==> src/rtl/instruction_fetch_if.sv <==
// Instruction-memory read port: a single outstanding word read over req/ack.
// Valid/ready contract: once imem_req rises, imem_req and imem_addr hold until the cycle imem_ack=1,
// and imem_rdata is sampled only in that ack cycle. Reset may drop imem_req at any time.
interface instruction_fetch_if #(
  parameter int ADDR_W = 16,
  parameter int DATA_W = 16
);
  logic              imem_req;
  logic [ADDR_W-1:0] imem_addr;
  logic              imem_ack;
  logic [DATA_W-1:0] imem_rdata;

  modport master (
    output imem_req,
    output imem_addr,
    input  imem_ack,
    input  imem_rdata
  );

  modport slave (
    input  imem_req,
    input  imem_addr,
    output imem_ack,
    output imem_rdata
  );
endinterface

==> src/rtl/instruction_fetch.sv <==
// Fetch stage: owns the PC, streams word reads from instruction memory and presents
// one instruction per cycle to decode, with a one-entry skid for stalls and redirect flushing.
module instruction_fetch #(
  parameter int                ADDR_W     = 16,
  parameter int                DATA_W     = 16,
  parameter logic [ADDR_W-1:0] RESET_PC   = '0,
  parameter int                OPCODE_LSB = 13
) (
  input  logic                   clock,
  input  logic                   reset,
  instruction_fetch_if.master    imem,
  input  logic                   redirect,
  input  logic [ADDR_W-1:0]      redirect_pc,
  input  logic                   stall,
  output logic                   if_valid,
  output logic [DATA_W-1:0]      if_instr,
  output logic [ADDR_W-1:0]      if_pc,
  output logic [ADDR_W-1:0]      if_pc_next,
  output logic [2:0]             opcode,
  output logic [1:0]             state_dbg
);

  typedef enum logic [1:0] {
    IDLE = 2'd0,
    REQ  = 2'd1,
    HOLD = 2'd2,
    DROP = 2'd3
  } state_e;

  state_e            state_q, state_d;
  logic [ADDR_W-1:0] pc_q, pc_d;
  logic [ADDR_W-1:0] addr_q, addr_d;
  logic              valid_q, valid_d;
  logic [DATA_W-1:0] instr_q, instr_d;
  logic [ADDR_W-1:0] if_pc_q, if_pc_d;
  logic [ADDR_W-1:0] if_pc_next_q, if_pc_next_d;
  logic [2:0]        opcode_q, opcode_d;
  logic              skid_valid_q, skid_valid_d;
  logic [DATA_W-1:0] skid_data_q, skid_data_d;
  logic [ADDR_W-1:0] skid_pc_q, skid_pc_d;

  logic              load_en;
  logic [DATA_W-1:0] load_data;
  logic [ADDR_W-1:0] load_pc;
  logic              out_free;

  assign out_free = !valid_q || !stall;

  always_comb begin
    state_d      = state_q;
    pc_d         = pc_q;
    addr_d       = addr_q;
    valid_d      = valid_q;
    instr_d      = instr_q;
    if_pc_d      = if_pc_q;
    if_pc_next_d = if_pc_next_q;
    opcode_d     = opcode_q;
    skid_valid_d = skid_valid_q;
    skid_data_d  = skid_data_q;
    skid_pc_d    = skid_pc_q;
    load_en      = 1'b0;
    load_data    = imem.imem_rdata;
    load_pc      = pc_q;

    if (valid_q && !stall) begin
      valid_d = 1'b0;
    end

    case (state_q)
      IDLE: begin
        state_d = REQ;
        addr_d  = pc_q;
      end
      REQ: begin
        if (imem.imem_ack) begin
          if (out_free) begin
            load_en = 1'b1;
          end else begin
            skid_valid_d = 1'b1;
            skid_data_d  = imem.imem_rdata;
            skid_pc_d    = pc_q;
            state_d      = HOLD;
          end
          pc_d   = pc_q + ADDR_W'(1);
          addr_d = pc_q + ADDR_W'(1);
        end
      end
      HOLD: begin
        if (!stall) begin
          load_en      = skid_valid_q;
          load_data    = skid_data_q;
          load_pc      = skid_pc_q;
          skid_valid_d = 1'b0;
          state_d      = REQ;
          addr_d       = pc_q;
        end
      end
      DROP: begin
        if (imem.imem_ack) begin
          state_d = REQ;
          addr_d  = pc_q;
        end
      end
      default: begin
        state_d = IDLE;
      end
    endcase

    if (load_en) begin
      valid_d      = 1'b1;
      instr_d      = load_data;
      if_pc_d      = load_pc;
      if_pc_next_d = load_pc + ADDR_W'(1);
      opcode_d     = load_data[OPCODE_LSB+2:OPCODE_LSB];
    end

    // A redirect outranks ack and stall; a wrong-path request still on the bus must drain in DROP.
    if (redirect) begin
      valid_d      = 1'b0;
      skid_valid_d = 1'b0;
      pc_d         = redirect_pc;
      case (state_q)
        REQ: begin
          if (imem.imem_ack) begin
            state_d = REQ;
            addr_d  = redirect_pc;
          end else begin
            state_d = DROP;
            addr_d  = addr_q;
          end
        end
        DROP: begin
          state_d = DROP;
          addr_d  = addr_q;
        end
        default: begin
          state_d = REQ;
          addr_d  = redirect_pc;
        end
      endcase
    end
  end

  always_ff @(posedge clock) begin
    if (reset) begin
      state_q      <= IDLE;
      pc_q         <= RESET_PC;
      addr_q       <= RESET_PC;
      valid_q      <= 1'b0;
      instr_q      <= '0;
      if_pc_q      <= '0;
      if_pc_next_q <= '0;
      opcode_q     <= '0;
      skid_valid_q <= 1'b0;
      skid_data_q  <= '0;
      skid_pc_q    <= '0;
    end else begin
      state_q      <= state_d;
      pc_q         <= pc_d;
      addr_q       <= addr_d;
      valid_q      <= valid_d;
      instr_q      <= instr_d;
      if_pc_q      <= if_pc_d;
      if_pc_next_q <= if_pc_next_d;
      opcode_q     <= opcode_d;
      skid_valid_q <= skid_valid_d;
      skid_data_q  <= skid_data_d;
      skid_pc_q    <= skid_pc_d;
    end
  end

  assign imem.imem_req  = (state_q == REQ) || (state_q == DROP);
  assign imem.imem_addr = addr_q;
  assign if_valid       = valid_q;
  assign if_instr       = instr_q;
  assign if_pc          = if_pc_q;
  assign if_pc_next     = if_pc_next_q;
  assign opcode         = opcode_q;
  assign state_dbg      = state_q;

endmodule
==> src/flat_wrapper.sv <==
// flat-port wrapper written by rule: the top's interface ports become plain ports
module instruction_fetch_flat 
#(
  parameter int                ADDR_W     = 16,
  parameter int                DATA_W     = 16,
  parameter logic [ADDR_W-1:0] RESET_PC   = '0,
  parameter int                OPCODE_LSB = 13
)
  (clock, reset, redirect, redirect_pc, stall, if_valid, if_instr, if_pc, if_pc_next, opcode, state_dbg, imem_imem_req, imem_imem_addr, imem_imem_ack, imem_imem_rdata);
  instruction_fetch_if #(.ADDR_W(ADDR_W), .DATA_W(DATA_W)) imem_i ();
  input  logic clock;
  input  logic reset;
  input  logic redirect;
  input  logic [ADDR_W-1:0] redirect_pc;
  input  logic stall;
  output logic if_valid;
  output logic [DATA_W-1:0] if_instr;
  output logic [ADDR_W-1:0] if_pc;
  output logic [ADDR_W-1:0] if_pc_next;
  output logic [2:0] opcode;
  output logic [1:0] state_dbg;
  output wire logic [$bits(imem_i.imem_req)-1:0] imem_imem_req;
  output wire logic [$bits(imem_i.imem_addr)-1:0] imem_imem_addr;
  input wire logic [$bits(imem_i.imem_ack)-1:0] imem_imem_ack;
  input wire logic [$bits(imem_i.imem_rdata)-1:0] imem_imem_rdata;
  assign imem_imem_req = imem_i.imem_req;
  assign imem_imem_addr = imem_i.imem_addr;
  assign imem_i.imem_ack = imem_imem_ack;
  assign imem_i.imem_rdata = imem_imem_rdata;
  instruction_fetch #(.ADDR_W(ADDR_W), .DATA_W(DATA_W), .RESET_PC(RESET_PC), .OPCODE_LSB(OPCODE_LSB)) u_core (.clock(clock), .reset(reset), .imem(imem_i), .redirect(redirect), .redirect_pc(redirect_pc), .stall(stall), .if_valid(if_valid), .if_instr(if_instr), .if_pc(if_pc), .if_pc_next(if_pc_next), .opcode(opcode), .state_dbg(state_dbg));
endmodule
==> config.mk <==
export PLATFORM = sky130hd
export DESIGN_NAME = instruction_fetch_flat
export DESIGN_NICKNAME = d
export VERILOG_FILES = /design/src/rtl/instruction_fetch_if.sv /design/src/rtl/instruction_fetch.sv /design/src/flat_wrapper.sv
export SDC_FILE = /design/constraint.sdc
export NUM_CORES = 1
export LEC_CHECK = 0
export ABC_AREA = 1
export CAP_MARGIN = 5
export CORE_MARGIN = 4
export CORE_UTILIZATION = 24
export CTS_CLUSTER_DIAMETER = 150
export CTS_CLUSTER_SIZE = 24
export DETAILED_ROUTE_END_ITERATION = 12
export GPL_TIMING_DRIVEN = 0
export HOLD_SLACK_MARGIN = 0.02
export PLACE_DENSITY = 0.43
export SETUP_SLACK_MARGIN = 0.15
export SLEW_MARGIN = 20
export SYNTH_ARGS = -nofsm -noshare
export SYNTH_HDL_FRONTEND = slang
export SYNTH_SLANG_ARGS = --single-unit
==> constraint.sdc <==
create_clock -name clock -period 2.51 [get_ports clock]
set_input_delay 0.502 -clock clock [delete_from_list [all_inputs] [get_ports clock]]
set_output_delay 0.502 -clock clock [all_outputs]
set_load 0.01 [all_outputs]
Yosys cells after proc, flatten, opt, wreduce, memory -nomap -nowiden

Index checks and enable logic that the tools add are counted.
Widths: inputs -> output; s select.

Reductions and logical operators: 16
Equality and inequality tests: 12
Bitwise logic cells: 1
Multiplexer cells: 31
Add/sub/neg operators: 2

Operators with widths:

| operator              | number |
|---|---|
| $mux 16               | 11 |
| $pmux 16 s4           | 1 |
| $add 16x1->16 const B | 2 |
| $pmux 16 s2           | 1 |
| $mux 2                | 6 |
| $ne 3x3->1 const B    | 4 |
| $reduce_and 4->1      | 3 |
| $ne 2x2->1 const B    | 5 |
| $mux 1                | 8 |
| $pmux 2 s4            | 1 |
| $reduce_bool 2->1     | 4 |
| $eq 2x2->1 const B    | 2 |
| $pmux 1 s2            | 2 |
| $pmux 2 s2            | 1 |
| $reduce_and 3->1      | 1 |
| $eq 2x1->1 const B    | 1 |
| $logic_not 1->1       | 2 |
| $logic_not 2->1       | 1 |
| $logic_or 1x1->1      | 2 |
| $reduce_and 2->1      | 1 |
| $reduce_or 2->1       | 1 |
| $logic_and 1x1->1     | 1 |
| $not 1->1             | 1 |

Output and inout port bits: 71
Input port bits: 37
Bits in registers: 119
Word-level logic and storage cells: 73

Logic depth before layout (Yosys ltp)

Gate-level depths: netlist of run 1.

Depth after elaboration: 6
Depth in mapped cells: 15

Worst setup path after synthesis of run 1

OpenSTA, ideal clock, no wires.

Kind: register to register
From: reg u_core.state_q[1] (netlist: u_core.state_dbg[1])
To: reg u_core.if_pc_next_q[12] (netlist: u_core.if_pc_next[12])
Stages on the path, launching flop included: 13
Clock period less this slack: 1954 ps
Setup time: 113 ps
Data arrival time: 1841 ps
Setup slack: 556 ps
Cells stage by stage: dfxtp_1 -> ha_1 -> buf_6 -> inv_2 -> nor2_2 -> nand2_1 -> nand2_1 -> ha_1 -> nand3_1 -> nor2_4 -> nand3_1 -> o21ai_1 -> nor2_1

Word-level cells in the longest chain between the ends: 3

RTL lines:

| element                  | line                     | source |
|---|---|---|
| start: declaration       | instruction_fetch.sv:30  | `state_e state_q, state_d;` |
| start signal: assignment | instruction_fetch.sv:158 | `state_q <= state_d;` |
| $eq 2x2->1               | instruction_fetch.sv:69  | `case (state_q)` |
| $mux 16                  | instruction_fetch.sv:69  |  |
| net u_core.load_pc[0]    | instruction_fetch.sv:44  | `logic [ADDR_W-1:0] load_pc;` |
| $add 16x1->16            | instruction_fetch.sv:113 | `if_pc_next_d = load_pc + ADDR_W'(1);` |
| end signal: assignment   | instruction_fetch.sv:164 | `if_pc_next_q <= if_pc_next_d;` |
| end: declaration         | instruction_fetch.sv:36  | `logic [ADDR_W-1:0] if_pc_next_q, if_pc_next_d;` |

The timed path passes the listed nets, and every way through them passes these cells.
A chain may end at the register's enable or synchronous reset.

Final worst setup path of run 1

From: in stall
To: reg u_core.if_pc_next_q[12] (netlist: u_core.if_pc_next[12])

RTL lines:

| element               | line                     | source |
|---|---|---|
| start: declaration    | flat_wrapper.sv:15       | `input logic stall;` |
| $mux 16               | instruction_fetch.sv:89  | `if (!stall) begin` |
| $mux 16               | instruction_fetch.sv:69  |  |
| net u_core.load_pc[0] | instruction_fetch.sv:44  |  |
| $add 16x1->16         | instruction_fetch.sv:113 |  |

The timed path passes the listed nets, and every way through them passes these cells.

==> flow_metrics.py, run 1 <==
metrics = {
    "synth": {
        "synth.distinct_cells": 31,
        "syn_area_per_cell_um2": 6.72,
        "mappedNetlistArea_um2": 5550,
        "post_synth_inst_count": 827,
        "synth-warning-count": 0,
        "synthDominantCellAreaShare_pct": 41.8,
        "synth.top_cells.by_area": "sky130_fd_sc_hd__dfxtp_1, sky130_fd_sc_hd__nand2_1, sky130_fd_sc_hd__o21ai_0, sky130_fd_sc_hd__nor2_1, sky130_fd_sc_hd__a21oi_1",
        "synth.largest_area_cell": "sky130_fd_sc_hd__dfxtp_1",
        "synth.net_count": 869,
        "synth_top_cells_by_count": "sky130_fd_sc_hd__nand2_1, sky130_fd_sc_hd__nor2_1, sky130_fd_sc_hd__dfxtp_1",
        "dominantRegCellSynth": "sky130_fd_sc_hd__dfxtp_1",
        "ys_ff_latch": 116,
        "synth_enable_flop_cells": 0,
        "synth.most_common_cell": "sky130_fd_sc_hd__nand2_1",
        "ys_seq_area_share_pct": 41.8,
        "ys_async_sr_fraction_pct": 0,
    },
    "sta": {
        "finalHoldViolCount": 0,
        "final_critical_path_setup_slack_ns": 0.225,
        "slew_headroom_pct": 37.5,
        "timing.final.setup_violations": 0,
        "finalWorstPathRequiredPeriod_ns": 2.29,
        "post-route-period-util_pct": 91.0,
        "fmax_mhz": 438,
        "finClkSkew_ns": 0.0106,
        "slew_viol_final": 0,
        "max_slew.worst_pin.slew_ns": 0.934,
        "timing.setup.tns_ns": 0,
        "grt_setup_unrepaired": "yes",
    },
    "drt": {
        "route.vias.total": 5674,
        "final_antenna_net_count": 0,
        "vias_per_cell": 4.54,
        "total_wire_length_um": 19600,
        "post-route-drc-count": 0,
        "detail_route.iter0.violations": 332,
        "drt-wirelength-per-cell_um": 15.7,
        "dr.pass1.iters": 5,
    },
    "pwr": {
        "power_per_cell_area_nw_per_um2": 750,
        "seq_power_share_pct": 35.7,
        "p_sw_share_pct": 26.4,
        "report.power.total_mw": 5.75,
        "cell_internal_pwr_mw": 4.23,
        "power.clock.fraction_pct": 47.9,
        "power.leakage_nw": 3.14,
        "share_comb_of_total_power_pct": 16.5,
        "vdd.ir_drop.worst_v": 0.000243,
        "p_sw_mw": 1.52,
    },
    "clocking": {
        "htree_levels": 4,
        "cts-root-buf": "sky130_fd_sc_hd__clkbuf_16",
        "cts.sinks": 116,
        "clockBufferDepth": 2,
        "cts-buffers-inserted": 17,
        "clkSlewWorstSetupHoldPaths_ns": 0.05,
        "cts_tree": "done",
        "clock_insertion_delay_worst_skew_ns": 0.42,
        "hold_buffers": 0,
    },
    "finish": {
        "nNetsFinal": 995,
        "post_route_cells_drive_above_1_share_pct": 6.83,
        "syn_to_final_growth_pct": 37.9,
        "n_antenna_cell": 0,
    },
    "critical_path": {
        "critPathMaxStageDelay_ns": 0.67,
        "worst-setup-path-type": "input pin to register",
        "path_cells": "clkdlybuf4s50_1, inv_4, nand2_4, nand2_1, nand2_1, ha_1, nand3_1, nor2_4, nand3_1, o21ai_1, nor2_1",
        "cp_data_arrival_time_ns": 2.60,
        "critical-path-slowest-cell": "sky130_fd_sc_hd__clkdlybuf4s50_1",
        "combined_buffer_and_inverter_count_along_the_critical_path": 2,
        "critical_path.max_fanout": 8,
        "worstPathRequired_ns": 2.82,
        "timing.critical_path.to_type": "register",
        "critical-path-top-delay-family": "simple AND/OR/NAND/NOR gates",
        "start_kind": "input pin",
    },
    "floorplan": {
        "fp.coreArea_um2": 22700,
        "die_h_um": 160,
        "start_util_pct": 24.5,
        "io-pin-count": 108,
        "rows": 55,
        "die-area_um2": 25600,
        "fp.dieW_um": 160,
    },
    "global_route": {
        "overflow": 0,
        "grt_pass1_vias": 5562,
        "largest_net_degree_at_the_start_of_global_routing": 17,
        "grt_first_pass_wirelength_um": 30900,
        "gr-usage-all-layers_pct": 15.2,
        "antenna_found_initial": 0,
    },
    "hold_path": {
        "hold_path.class": "register to register",
    },
    "flow_run": {
        "max_capacitance_violation_count": 0,
    },
    "placement": {
        "place.port_buffers": 106,
        "routabilityCongestion": 0.815,
        "dp_slack_ns": -0.289,
        "dp_hpwl_um": 14800,
    },
    "status": {
        "outcome": "completed",
    },
}
## repair_timing
item / 4_1_cts / 5_1_grt
endpoints found under the setup margin: 5 / 38
gates resized for setup: 1 / 10
buffers inserted: 0 / 1
pin swaps: 0 / 1
## power groups by stage
| stage | clock network, mW | logic, mW | registers, mW |
|---|---|---|---|
| 2_1_floorplan | 0 | 0.440 | 2.11 |
| 3_3_place_gp | 0 | 0.947 | 2.09 |
| 3_5_place_dp | 0 | 0.943 | 2.09 |
| 4_1_cts | 2.81 | 0.952 | 2.05 |
| 5_1_grt | 2.89 | 1.05 | 2.07 |
| 6_report | 2.75 | 0.947 | 2.05 |
## per-layer routing
metal  up-vias  track usage, %  share of wire (%)
li1       2963               -                  -
met1      2556            21.9                 52
met2       131            22.6                 42
met3        24            3.54                4.1
met4         0            4.73                1.8
met5         -               0                  0
## layout make-up
| class | instances | area, um^2 |
|---|---|---|
| Clock buffer | 23 | 488 |
| Timing Repair Buffer | 107 | 1070 |
| Fill cell | 2491 | 15100 |
| Inverter | 60 | 228 |
| Multi-Input combinational cell | 605 | 2790 |
| Clock inverter | 9 | 173 |
| Buffer | 46 | 228 |
| Sequential cell | 116 | 2320 |
| Tap cell | 285 | 357 |
## tightest hold or removal path: cells and delay by family, from the launching register on
family | cells | cell delay [ns]
DFF | 1 | 0.31
and+or+nand+nor | 1 | 0.06
AOI/OAI and AO/OA | 1 | 0.05
## registers in the layout, indices dropped and copies added, names as in the netlist
| register | count |
|---|---|
| u_core.state_dbg | 2 |
| u_core.pc_q | 16 |
| u_core.if_valid | 1 |
| u_core.skid_valid_q | 1 |
| u_core.if_pc | 16 |
| u_core.imem.imem_addr | 16 |
| u_core.if_pc_next | 16 |
| u_core.if_instr | 14 |
| u_core.skid_data_q | 16 |
| u_core.opcode | 2 |
| u_core.skid_pc_q | 16 |
## stage by stage
stage               utilization (%)  hold slack (ns)  std cells  cell area [um^2]
global placement               30.7            0.462       1218              6970
floorplan                         -            0.455        827              5550
global route                   33.7            0.484       1251              7660
detailed placement             30.7            0.462       1218              6970
CTS                            33.6            0.471       1250              7640
finish                         33.7            0.465       1251              7660
## kinds of logic after synthesis
logic type / Yosys count / share of synthesized area (%)
simple gates: 396 / 28.8
compound gates: 194 / 18.6
flops: 116 / 41.8
buf+inv: 106 / 8.09
xor+xnor: 10 / 1.58
fa+ha+maj: 5 / 1.13
## path summary, 6_finish.rpt
check | from | end | slack, ns | cells after the start
max | stall | u_core.if_pc_next[12]$_SDFFE_PP0P_ | 0.22 | 11
min | u_core.if_pc[11]$_SDFFE_PP0P_ | u_core.if_pc[11]$_SDFFE_PP0P_ | 0.46 | 2
min reg2reg | u_core.if_pc[11]$_SDFFE_PP0P_ | u_core.if_pc[11]$_SDFFE_PP0P_ | 0.46 | 2
max reg2reg | u_core.state_dbg[0]$_SDFFE_PP0P_ | u_core.if_pc_next[12]$_SDFFE_PP0P_ | 0.28 | 12
## placed cells by master (no fill, tap or decap), types with 27 or more instances in the layout
cell type / Yosys / final
sky130_fd_sc_hd__a21oi_1: 47 / 47
sky130_fd_sc_hd__dfxtp_1: 116 / 116
sky130_fd_sc_hd__o21ai_0: 105 / 103
sky130_fd_sc_hd__inv_1: 56 / 55
sky130_fd_sc_hd__a31oi_1: 27 / 27
sky130_fd_sc_hd__nand3_1: 36 / 36
sky130_fd_sc_hd__nor2_1: 134 / 132
sky130_fd_sc_hd__clkbuf_1: 27 / 28
sky130_fd_sc_hd__clkdlybuf4s50_1: 0 / 105
sky130_fd_sc_hd__nand2_1: 205 / 205
Power figures use the tool's default switching activity.
==> inputs of run 2 (changes only) <==
Settings changed: CORE_ASPECT_RATIO from default to 1.4, REMOVE_ABC_BUFFERS from default to 1.
==> run 2 against run 1 <==
  * Maximum frequency up 1.2%
  * Clock power increased by 3%
  * Design area is 0.70% higher
  * Largest power group unchanged
==> flow_metrics.py, run 2 (same netlist as run 1, synthesis figures left out) <==
metrics = {
    "status": {
        "outcome": "completed",
    },
    "global_route": {
        "groute.layer.met1.usage_pct": 17.3,
        "gr-usage-all-layers_pct": 14.6,
        "largest_net_degree_at_the_start_of_global_routing": 63,
        "grt_first_pass_wirelength_um": 29300,
        "antenna_found_initial": 0,
        "overflow": 0,
        "grt_pass1_vias": 5453,
        "grt.busiest_layer": "met2",
        "globalRouteMet3Util_pct": 2.87,
        "use_met2_pct": 25.8,
    },
    "placement": {
        "post_placement_cell_count": 1192,
        "dp_hpwl_um": 12200,
        "place.port_buffers": 107,
        "routabilityCongestion": 0.776,
        "placed_area_um2": 6860,
    },
    "floorplan": {
        "fp.dieW_um": 137,
        "die_h_um": 188,
        "io-pin-count": 108,
        "rows": 65,
        "fp.coreArea_um2": 22700,
        "die-area_um2": 25700,
        "start_util_pct": 24.5,
    },
    "pwr": {
        "share_comb_of_total_power_pct": 16.3,
        "p_sw_mw": 1.48,
        "power.leakage_nw": 3.09,
        "p_sw_share_pct": 25.5,
        "power_per_cell_area_nw_per_um2": 753,
        "cell_internal_pwr_mw": 4.33,
        "vdd.ir_drop.worst_v": 0.000477,
        "seq_power_share_pct": 35.2,
        "power.clock.fraction_pct": 48.5,
        "report.power.total_mw": 5.81,
    },
    "sta": {
        "slew_viol_final": 0,
        "slew_headroom_pct": 43.5,
        "fmax_mhz": 443,
        "finalWorstPathRequiredPeriod_ns": 2.26,
        "finClkSkew_ns": 0.00804,
        "post-route-period-util_pct": 90.0,
        "timing.final.setup_violations": 0,
        "finalHoldViolCount": 0,
        "grt_setup_unrepaired": "no",
        "max_slew.worst_pin.slew_ns": 0.844,
    },
    "finish": {
        "instances_no_fill": 1232,
        "n_antenna_cell": 0,
        "final-seq-area_um2": 2320,
        "final_cell_mix": "sky130_fd_sc_hd__nand2_1, sky130_fd_sc_hd__nor2_1, sky130_fd_sc_hd__dfxtp_1",
        "multiInputGateArea_um2": 2880,
        "final_common_cell": "sky130_fd_sc_hd__nand2_1",
        "post_route_cells_drive_above_1_share_pct": 7.41,
        "nNetsFinal": 961,
        "post-route-cell-area_um2": 7710,
        "layout.filler_cells": 2454,
        "syn_to_final_growth_pct": 38.9,
    },
    "critical_path": {
        "timing.critical_path.to_type": "primary output",
        "start_kind": "register",
        "regToRegSetupSlack_ns": 0.41,
        "critical_path.max_fanout": 5,
        "worstPathRequired_ns": 2.01,
        "critical-path-slowest-cell": "sky130_fd_sc_hd__clkdlybuf4s50_1",
        "path_cells": "ha_1, inv_2, nand2_1, clkdlybuf4s50_1",
        "worst-setup-path-type": "register to primary output",
        "critPathMaxStageDelay_ns": 0.54,
        "cp_data_arrival_time_ns": 1.76,
    },
    "clocking": {
        "cts_tree": "done",
        "hold_buffers": 0,
        "clock_insertion_delay_worst_skew_ns": 0.41,
        "htree_levels": 4,
        "cts-root-buf": "sky130_fd_sc_hd__clkbuf_16",
        "clockBufferDepth": 2,
        "clkSlewWorstSetupHoldPaths_ns": 0.06,
        "cts.sinks": 116,
        "cts-buffers-inserted": 17,
    },
    "hold_path": {
        "hold_path.class": "register to register",
    },
    "drt": {
        "dr.pass1.iters": 5,
        "total_wire_length_um": 18400,
        "vias_per_cell": 4.39,
        "final_antenna_net_count": 0,
        "route.vias.total": 5409,
        "detail_route.iter0.violations": 268,
        "post-route-drc-count": 0,
        "drt-wirelength-per-cell_um": 14.9,
    },
    "flow_run": {
        "max_capacitance_violation_count": 0,
    },
}
## run 2: layout make-up
type | count | share of cell area, %
Clock buffer | 22 | 6.28
Timing Repair Buffer | 116 | 15.5
Clock inverter | 9 | 2.56
Tap cell | 301 | 4.88
Inverter | 60 | 3.33
Multi-Input combinational cell | 608 | 37.3
Sequential cell | 116 | 30.1
## run 2: path summary, 6_finish.rpt
check                                            end                              from  cells past startpoint
setup / recovery                       imem_imem_req  u_core.state_dbg[0]$_SDFFE_PP0P_                      4
hold / removal         u_core.if_pc[12]$_SDFFE_PP0P_     u_core.if_pc[12]$_SDFFE_PP0P_                      2
setup reg to reg  u_core.if_pc_next[12]$_SDFFE_PP0P_  u_core.state_dbg[0]$_SDFFE_PP0P_                     12
hold reg to reg        u_core.if_pc[12]$_SDFFE_PP0P_     u_core.if_pc[12]$_SDFFE_PP0P_                      2
## run 2: through the flow
| step | hold slack (ns) | setup WS (ns) | setup TNS (ns) | util [%] |
|---|---|---|---|---|
| global placement | 0.454 | -3.24 | -232.53 | 29.9 |
| finish | 0.465 | 0.251 | 0 | 34.0 |
| global route | 0.488 | 0.151 | 0 | 34.0 |
| CTS | 0.466 | 0.0998 | 0 | 33.7 |
| detailed placement | 0.457 | -1.53 | -81.94 | 30.2 |
| floorplan | 0.462 | -0.550 | -10.49 | - |
## run 2: power groups by stage
stage	registers (mW)	clock network, mW	logic [mW]
finish	2.04	2.82	0.949
global route	2.06	2.98	1.06
CTS	2.04	2.91	0.942
detailed placement	2.08	0	0.894
global placement	2.08	0	0.883
floorplan	2.12	0	0.389
## run 2: worst max-delay path, delay by kind of cell (launching register included)
family,cells,cell delay [ns]
and+or+nand+nor,1,0.10
DFF,1,0.40
adders and majority gates,1,0.23
buffers and inverters,2,0.62
## run 2: layer usage
metal  share of wire, %  wire length [um]
met5                  0                 0
met4                2.0               365
met3                3.7               678
met2                 50              9270
met1                 44              8040
## run 2: repair_timing
item	4_1_cts	5_1_grt
cloned	2	1
pin swaps	2	2
resized for setup	15	11
setup endpoints to repair	95	53
buffers inserted	3	3
hold endpoints to repair	0	0
